## config.mk

```make
export PLATFORM = sky130hd
export DESIGN_NAME = sram_arbiter_flat
export DESIGN_NICKNAME = d
export VERILOG_FILES = /design/src/rtl/sram_arbiter_if.sv /design/src/rtl/sram_arbiter.sv /design/src/flat_wrapper.sv
export SDC_FILE = /design/constraint.sdc
export NUM_CORES = 1
export LEC_CHECK = 0
export CORE_AREA = 8 8 99 101
export CTS_CLUSTER_DIAMETER = 80
export DETAILED_ROUTE_END_ITERATION = 12
export DIE_AREA = 0 0 107 109
export PLACE_DENSITY = 0.74
export SYNTH_ARGS = -nofsm -noshare
export SYNTH_HDL_FRONTEND = slang
export SYNTH_SLANG_ARGS = --single-unit
```

## constraint.sdc

```tcl
create_clock -name clk -period 0.9 [get_ports clk]
set_input_delay 0.09 -clock clk [delete_from_list [all_inputs] [get_ports clk]]
set_output_delay 0.09 -clock clk [all_outputs]
set_load 0.03 [all_outputs]
```

## src/rtl/sram_arbiter_if.sv

```systemverilog
// rtl/sram_arbiter_if.sv - fetch/data request ports and shared SRAM bus of sram_arbiter
interface sram_arbiter_if;
    logic        i_req;
    logic [31:0] i_addr;
    logic        i_addr_ok;
    logic        i_data_ok;
    logic [31:0] i_rdata;

    logic        d_req;
    logic        d_wr;
    logic [3:0]  d_wstrb;
    logic [31:0] d_addr;
    logic [31:0] d_wdata;
    logic        d_addr_ok;
    logic        d_data_ok;
    logic [31:0] d_rdata;

    logic        sram_en;
    logic [3:0]  sram_we;
    logic [31:0] sram_addr;
    logic [31:0] sram_wdata;
    logic [31:0] sram_rdata;

    // arbiter side
    modport slave (
        input  i_req, i_addr, d_req, d_wr, d_wstrb, d_addr, d_wdata, sram_rdata,
        output i_addr_ok, i_data_ok, i_rdata, d_addr_ok, d_data_ok, d_rdata,
        output sram_en, sram_we, sram_addr, sram_wdata
    );

    // core and SRAM side
    modport master (
        output i_req, i_addr, d_req, d_wr, d_wstrb, d_addr, d_wdata, sram_rdata,
        input  i_addr_ok, i_data_ok, i_rdata, d_addr_ok, d_data_ok, d_rdata,
        input  sram_en, sram_we, sram_addr, sram_wdata
    );
endinterface

```

## src/rtl/sram_arbiter.sv

```systemverilog
// rtl/sram_arbiter.sv - single-port SRAM shared by fetch and data ports, in-order fixed-latency responses
// SRAM_ARB_FAIR_EN enables the fetch starvation counter; otherwise data always beats fetch.
module sram_arbiter #(
    parameter int RD_LAT     = 1,
    parameter int STARVE_MAX = 3
) (
    input  logic           clk,
    input  logic           reset,
    sram_arbiter_if.slave  bus
);
    localparam int LAST = RD_LAT - 1;

    logic fetch_prio;
    logic grant_i;
    logic grant_d;

    // reset gates the grant so addr_ok stays low even with requests pending
    assign grant_i = !reset && bus.i_req && (!bus.d_req || fetch_prio);
    assign grant_d = !reset && bus.d_req && !grant_i;

`ifdef SRAM_ARB_FAIR_EN
    logic [3:0] starve_q;
    logic [3:0] starve_d;

    assign fetch_prio = (starve_q == 4'(STARVE_MAX));

    always_comb begin
        starve_d = starve_q;
        if (grant_i) begin
            starve_d = 4'd0;
        end else if (bus.i_req && grant_d && starve_q != 4'(STARVE_MAX)) begin
            starve_d = starve_q + 4'd1;
        end
    end

    always_ff @(posedge clk) begin
        if (reset) begin
            starve_q <= 4'd0;
        end else begin
            starve_q <= starve_d;
        end
    end
`else
    assign fetch_prio = 1'b0;
`endif

    always_comb begin
        bus.i_addr_ok  = grant_i;
        bus.d_addr_ok  = grant_d;
        bus.sram_en    = grant_i || grant_d;
        bus.sram_we    = (grant_d && bus.d_wr) ? bus.d_wstrb : 4'b0000;
        bus.sram_addr  = grant_i ? bus.i_addr : (grant_d ? bus.d_addr : 32'd0);
        bus.sram_wdata = grant_d ? bus.d_wdata : 32'd0;
    end

    // Tag pipeline: one slot per cycle of SRAM latency; owner bit 1 = fetch.
    logic [RD_LAT-1:0] vld_q;
    logic [RD_LAT-1:0] vld_d;
    logic [RD_LAT-1:0] own_q;
    logic [RD_LAT-1:0] own_d;

    always_comb begin
        vld_d    = '0;
        own_d    = '0;
        vld_d[0] = grant_i || grant_d;
        own_d[0] = grant_i;
        for (int k = 1; k < RD_LAT; k++) begin
            vld_d[k] = vld_q[k-1];
            own_d[k] = own_q[k-1];
        end
    end

    always_ff @(posedge clk) begin
        if (reset) begin
            vld_q <= '0;
            own_q <= '0;
        end else begin
            vld_q <= vld_d;
            own_q <= own_d;
        end
    end

    logic resp_vld;
    assign resp_vld = vld_q[LAST] && !reset;

    always_comb begin
        bus.i_data_ok = resp_vld && own_q[LAST];
        bus.d_data_ok = resp_vld && !own_q[LAST];
        bus.i_rdata   = bus.i_data_ok ? bus.sram_rdata : 32'd0;
        bus.d_rdata   = bus.d_data_ok ? bus.sram_rdata : 32'd0;
    end
endmodule

```

## src/flat_wrapper.sv

```systemverilog
// flat-port wrapper written by rule: the top's interface ports become plain ports
module sram_arbiter_flat 
#(
    parameter int RD_LAT     = 1,
    parameter int STARVE_MAX = 3
)
  (clk, reset, bus_i_req, bus_i_addr, bus_d_req, bus_d_wr, bus_d_wstrb, bus_d_addr, bus_d_wdata, bus_sram_rdata, bus_i_addr_ok, bus_i_data_ok, bus_i_rdata, bus_d_addr_ok, bus_d_data_ok, bus_d_rdata, bus_sram_en, bus_sram_we, bus_sram_addr, bus_sram_wdata);
  sram_arbiter_if bus_i ();
  input  logic clk;
  input  logic reset;
  input wire logic [$bits(bus_i.i_req)-1:0] bus_i_req;
  input wire logic [$bits(bus_i.i_addr)-1:0] bus_i_addr;
  input wire logic [$bits(bus_i.d_req)-1:0] bus_d_req;
  input wire logic [$bits(bus_i.d_wr)-1:0] bus_d_wr;
  input wire logic [$bits(bus_i.d_wstrb)-1:0] bus_d_wstrb;
  input wire logic [$bits(bus_i.d_addr)-1:0] bus_d_addr;
  input wire logic [$bits(bus_i.d_wdata)-1:0] bus_d_wdata;
  input wire logic [$bits(bus_i.sram_rdata)-1:0] bus_sram_rdata;
  output wire logic [$bits(bus_i.i_addr_ok)-1:0] bus_i_addr_ok;
  output wire logic [$bits(bus_i.i_data_ok)-1:0] bus_i_data_ok;
  output wire logic [$bits(bus_i.i_rdata)-1:0] bus_i_rdata;
  output wire logic [$bits(bus_i.d_addr_ok)-1:0] bus_d_addr_ok;
  output wire logic [$bits(bus_i.d_data_ok)-1:0] bus_d_data_ok;
  output wire logic [$bits(bus_i.d_rdata)-1:0] bus_d_rdata;
  output wire logic [$bits(bus_i.sram_en)-1:0] bus_sram_en;
  output wire logic [$bits(bus_i.sram_we)-1:0] bus_sram_we;
  output wire logic [$bits(bus_i.sram_addr)-1:0] bus_sram_addr;
  output wire logic [$bits(bus_i.sram_wdata)-1:0] bus_sram_wdata;
  assign bus_i.i_req = bus_i_req;
  assign bus_i.i_addr = bus_i_addr;
  assign bus_i.d_req = bus_d_req;
  assign bus_i.d_wr = bus_d_wr;
  assign bus_i.d_wstrb = bus_d_wstrb;
  assign bus_i.d_addr = bus_d_addr;
  assign bus_i.d_wdata = bus_d_wdata;
  assign bus_i.sram_rdata = bus_sram_rdata;
  assign bus_i_addr_ok = bus_i.i_addr_ok;
  assign bus_i_data_ok = bus_i.i_data_ok;
  assign bus_i_rdata = bus_i.i_rdata;
  assign bus_d_addr_ok = bus_i.d_addr_ok;
  assign bus_d_data_ok = bus_i.d_data_ok;
  assign bus_d_rdata = bus_i.d_rdata;
  assign bus_sram_en = bus_i.sram_en;
  assign bus_sram_we = bus_i.sram_we;
  assign bus_sram_addr = bus_i.sram_addr;
  assign bus_sram_wdata = bus_i.sram_wdata;
  sram_arbiter #(.RD_LAT(RD_LAT), .STARVE_MAX(STARVE_MAX)) u_core (.clk(clk), .reset(reset), .bus(bus_i));
endmodule
```

== After elaboration in Yosys (flattened, before gate mapping) ==
Index checks and enable logic that the tools add are counted.

* Register bits after elaboration: 2
* Bits of input ports: 137
* Output and inout bits: 137
* Word-level logic and storage cells: 21

* Muxes and demuxes: 6
* Reduce and logical (&&, ||, !) cells: 13

{| class="wikitable"
|+ Operators by type and width
! operator !! count
|-
| 32-bit 2-to-1 mux || 5
|-
| 1-bit logical AND || 8
|-
| 1-bit zero test || 4
|-
| 4-bit 2-to-1 mux || 1
|-
| 1-bit logical OR || 1
|}

== Logic depth before layout (Yosys ltp) ==
* Depth in word-level cells: 7
* Depth in mapped cells: 5
* Mapped depth without buffers: 2

== Worst setup path after synthesis ==
No wires, ideal clock.

* Path kind: register to output
* Start point: register u_core.own_q
* End point: output port bus_d_rdata[22]
* Arrival time: 1.149 ns
* Data required time: 0.810 ns
* Slack: -0.339 ns
* Cell stages (with the launch flop): 4
* Buffers on the path: 1
* Path through: dfxtp_1 -> nor3b_2 -> buf_2 -> and2_1

* Longest elaborated chain between the ends: 3

{| class="wikitable"
|+ Ends and longest elaborated chain
! what !! RTL line !! text
|-
| start: declaration || sram_arbiter.sv:59 || <nowiki>logic [RD_LAT-1:0] own_q;</nowiki>
|-
| start signal: assignment || sram_arbiter.sv:79 || <nowiki>own_q <= own_d;</nowiki>
|-
| 1-bit zero test || sram_arbiter.sv:88 || <nowiki>bus.d_data_ok = resp_vld && !own_q[LAST];</nowiki>
|-
| 1-bit logical AND || sram_arbiter.sv:88 ||
|-
| named net bus_d_data_ok || flat_wrapper.sv:23 || <nowiki>output wire logic [$bits(bus_i.d_data_ok)-1:0] bus_d_data_ok;</nowiki>
|-
| 32-bit 2-to-1 mux || sram_arbiter.sv:90 || <nowiki>bus.d_rdata = bus.d_data_ok ? bus.sram_rdata : 32'd0;</nowiki>
|-
| end: declaration || flat_wrapper.sv:24 || <nowiki>output wire logic [$bits(bus_i.d_rdata)-1:0] bus_d_rdata;</nowiki>
|}

The timed path passes the listed nets, and every way through them passes these cells.

== Worst setup path after layout ==
* Start point: register u_core.own_q
* End point: output port bus_d_rdata[22]

* Longest elaborated chain between the ends: 3

{| class="wikitable"
|+ Ends and longest elaborated chain
! what !! RTL line
|-
| 1-bit zero test || sram_arbiter.sv:88
|-
| 1-bit logical AND || sram_arbiter.sv:88
|-
| 32-bit 2-to-1 mux || sram_arbiter.sv:90
|}

Every way passes these cells.

==> results by group <==
Cells and area
  – Design Area, Final: 5100 um2
  – Final nets: 601
  – Multi-input gate area in the final layout: 1310 um2
  – Finished Core Util: 0.608
  – Sequential cell area: 42.5 um2
  – Fill cell count: 661
  – Layout cells sized above 1: 0.708
  – Area grow syn2layout: 346%
  – Diodes inserted: 0
  – Most frequent cells in the layout: 133 x buf_6, 133 x clkdlybuf4s50_1, 62 x and2_4
  – Cell Count, Final, Fillers Out: 570

Logic synthesis
  – Synthesized net count: 301
  – Syn Inst Count: 164
  – Top cell type by total area after synthesis: and2_1
  – Yosys reg bits: 2
  – Sequential element share of the synthesized area: 0.0350
  – Post-synthesis cell area: 1140 um2
  – Post-synth top area share: 0.536
  – Mean Syn Cell Area: 6.97 um2
  – Synth area leaders: and2_1 54%, a32o_1 28%, clkbuf_1 4.6%, dfxtp_1 3.5%, and3_1 2.2%
  – Yosys warning total: 0
  – Post-synth cell types: 12

Clock network
  – CTS Sinks: 2
  – H-Tree Depth: 1
  – Clk buf depth: 2
  – # hold bufs at CTS: 0
  – Total CTS buffers: 3
  – CTS clk-pin slew, worst paths: 30 ps
  – CTS root buffer: clkbuf_8
  – CTS tree: done

Floorplan
  – Row count: 34
  – Die Area: 11700 um2
  – Die Height: 109 um
  – Core box area: 8380 um2
  – Die width: 107 um
  – I/O Pins: 274
  – Starting density of the core: 0.136

Min path
  – Worst hold path type: primary input to flop

Power and ir drop
  – Peak supply drop: 0.312 mV
  – Power per cell area: 567 nW/um2
  – Combinational share of power: 0.844
  – Sw frac: 0.369
  – Clock Power Share: 0.122
  – Flop pwr share: 0.035
  – Leakage dissipation: 0.00245 uW
  – Switch Pwr: 1070 uW
  – Internal power: 1830 uW

Routing
  – TritonRoute pass-1 iters: 3
  – Vias: 2453
  – Final WL: 11500 um
  – WL per Instance: 20.1 um
  – Iteration-0 DRC Markers: 52
  – DRC viols: 0
  – Vias/cell: 4.30
  – Antenna Nets Post-Route: 0

Worst setup path
  – Worst setup path endpoint: bus_d_rdata[22]
  – Max FO, Critical Path: 17
  – CP Data Arrival Time: 1340 ps
  – Worst Path Required: 810 ps
  – Crit Path Category: flop to output port
  – CP Launch Point: u_core.own_q
  – Worst Setup Start Kind: flop
  – Worst Setup End Kind: output port

Timing
  – Slew margin rel.: 0.823
  – Tightest Pin Transition: 265 ps
  – Maximum clock frequency: 699 MHz
  – Time the worst path needs with I/O delays and setup: 1430 ps
  – Max Slew Vio Count: 0
  – Final WS setup: -531 ps
  – Setup violators final: 136
  – Final Hold Fails: 0
  – Setup TNS: -50910 ps
  – Unrepaired setup endpoints after global routing: true
  – Final period util: 1.59

Global routing
  – Gr usage total: 0.173
  – First-pass GRT wire length: 15900 um
  – Total gr overflow: 0
  – Pin count of the biggest net entering global routing: 34
  – Vias in the first global route: 2775
  – Initial antenna violation count: 0

Run status
  – Failing checks: negative setup slack
  – Status: finished with violations

Job
  – Max-cap violations: 0

Place
  – Port Buffer Count: 273
  – Dpl cells: 533
  – GPL Wtd Cong: 0.767
  – Area after DPL: 3950 um2
  – Place WS: -686 ps
  – DPL Wire Length: 7970 um
-- per-layer routing --
metal / up-vias / part of all wire / GRT usage
li1: 1181 / - / -
met5: - / 0 / 0
met4: 0 / 0.0060 / 0.0241
met2: 152 / 0.55 / 0.344
met3: 6 / 0.099 / 0.0567
met1: 1114 / 0.35 / 0.173
-- what timing repair did --
| action | 4_1_cts | 5_1_grt |
|---|---|---|
| pin swaps | 55 | 33 |
| endpoints found under the hold margin | 0 | 0 |
| cloned | 15 | 3 |
| endpoints found under the setup margin | 139 | 137 |
| buffers inserted | 21 | 7 |
| resized for setup | 192 | 32 |
-- worst min-delay path by stage --
stage / end / slack [ps] / startpoint / depth (start not counted)
3_5_place_dp: bus_d_data_ok / 800 / u_core.own_q / 3
3_3_place_gp: bus_d_data_ok / 800 / u_core.own_q / 3
2_1_floorplan: u_core.vld_q / 160 / reset / 1
6_report: u_core.vld_q / 120 / bus_d_req / 3
4_1_cts: u_core.vld_q / 110 / bus_d_req / 3
5_1_grt: u_core.vld_q / 150 / bus_d_req / 3
-- worst max-delay path: stages, from the launching register on --
cell     delay [ps]
dfxtp_2         330
nor3b_4         230
buf_4           160
buf_12          120
and2_2          160
buf_6           130
-- stage by stage --
step	power, uW	hold slack [ps]
finish	2890	118
global route	3030	145
CTS	2990	108
detailed placement	1990	798
global placement	1990	797
floorplan	939	162
-- state kept, by name, indices dropped and copies added (netlist names) --
register,count
u_core.own_q,1
u_core.vld_q,1
-- power by group through the flow --
stage	Sequential, uW	Clock [uW]	Combinational, uW
after floorplan	98.1	0	841
after global placement	98.8	0	1890
after detailed placement	98.9	0	1890
after CTS	98.7	363	2520
after global routing	102	373	2550
final	101	352	2440
-- Yosys cell counts, drive strengths merged --
cell,count
and2,98
a32o,32
clkbuf,14
buf,7
and3,4
nor2,4
dfxtp,2
and3b,1
nor2b,1
nor3b,1
-- logic make-up (layout without fill, tap and decap cells) --
group	after synthesis	in the layout	share of synthesized area
flip-flops	2	2	0.0350
buffers and inverters	21	318	0.0875
AO/OA/AOI/OAI	32	32	0.280
AND/OR/NAND/NOR	109	110	0.597
-- layout make-up --
cell class	count	area share
Tap cell	108	0.0265
Multi-Input combinational cell	142	0.257
Sequential cell	2	0.00834
Clock buffer	3	0.00810
Timing Repair Buffer	315	0.700
No activity file was read; power rests on OpenSTA's default activity.
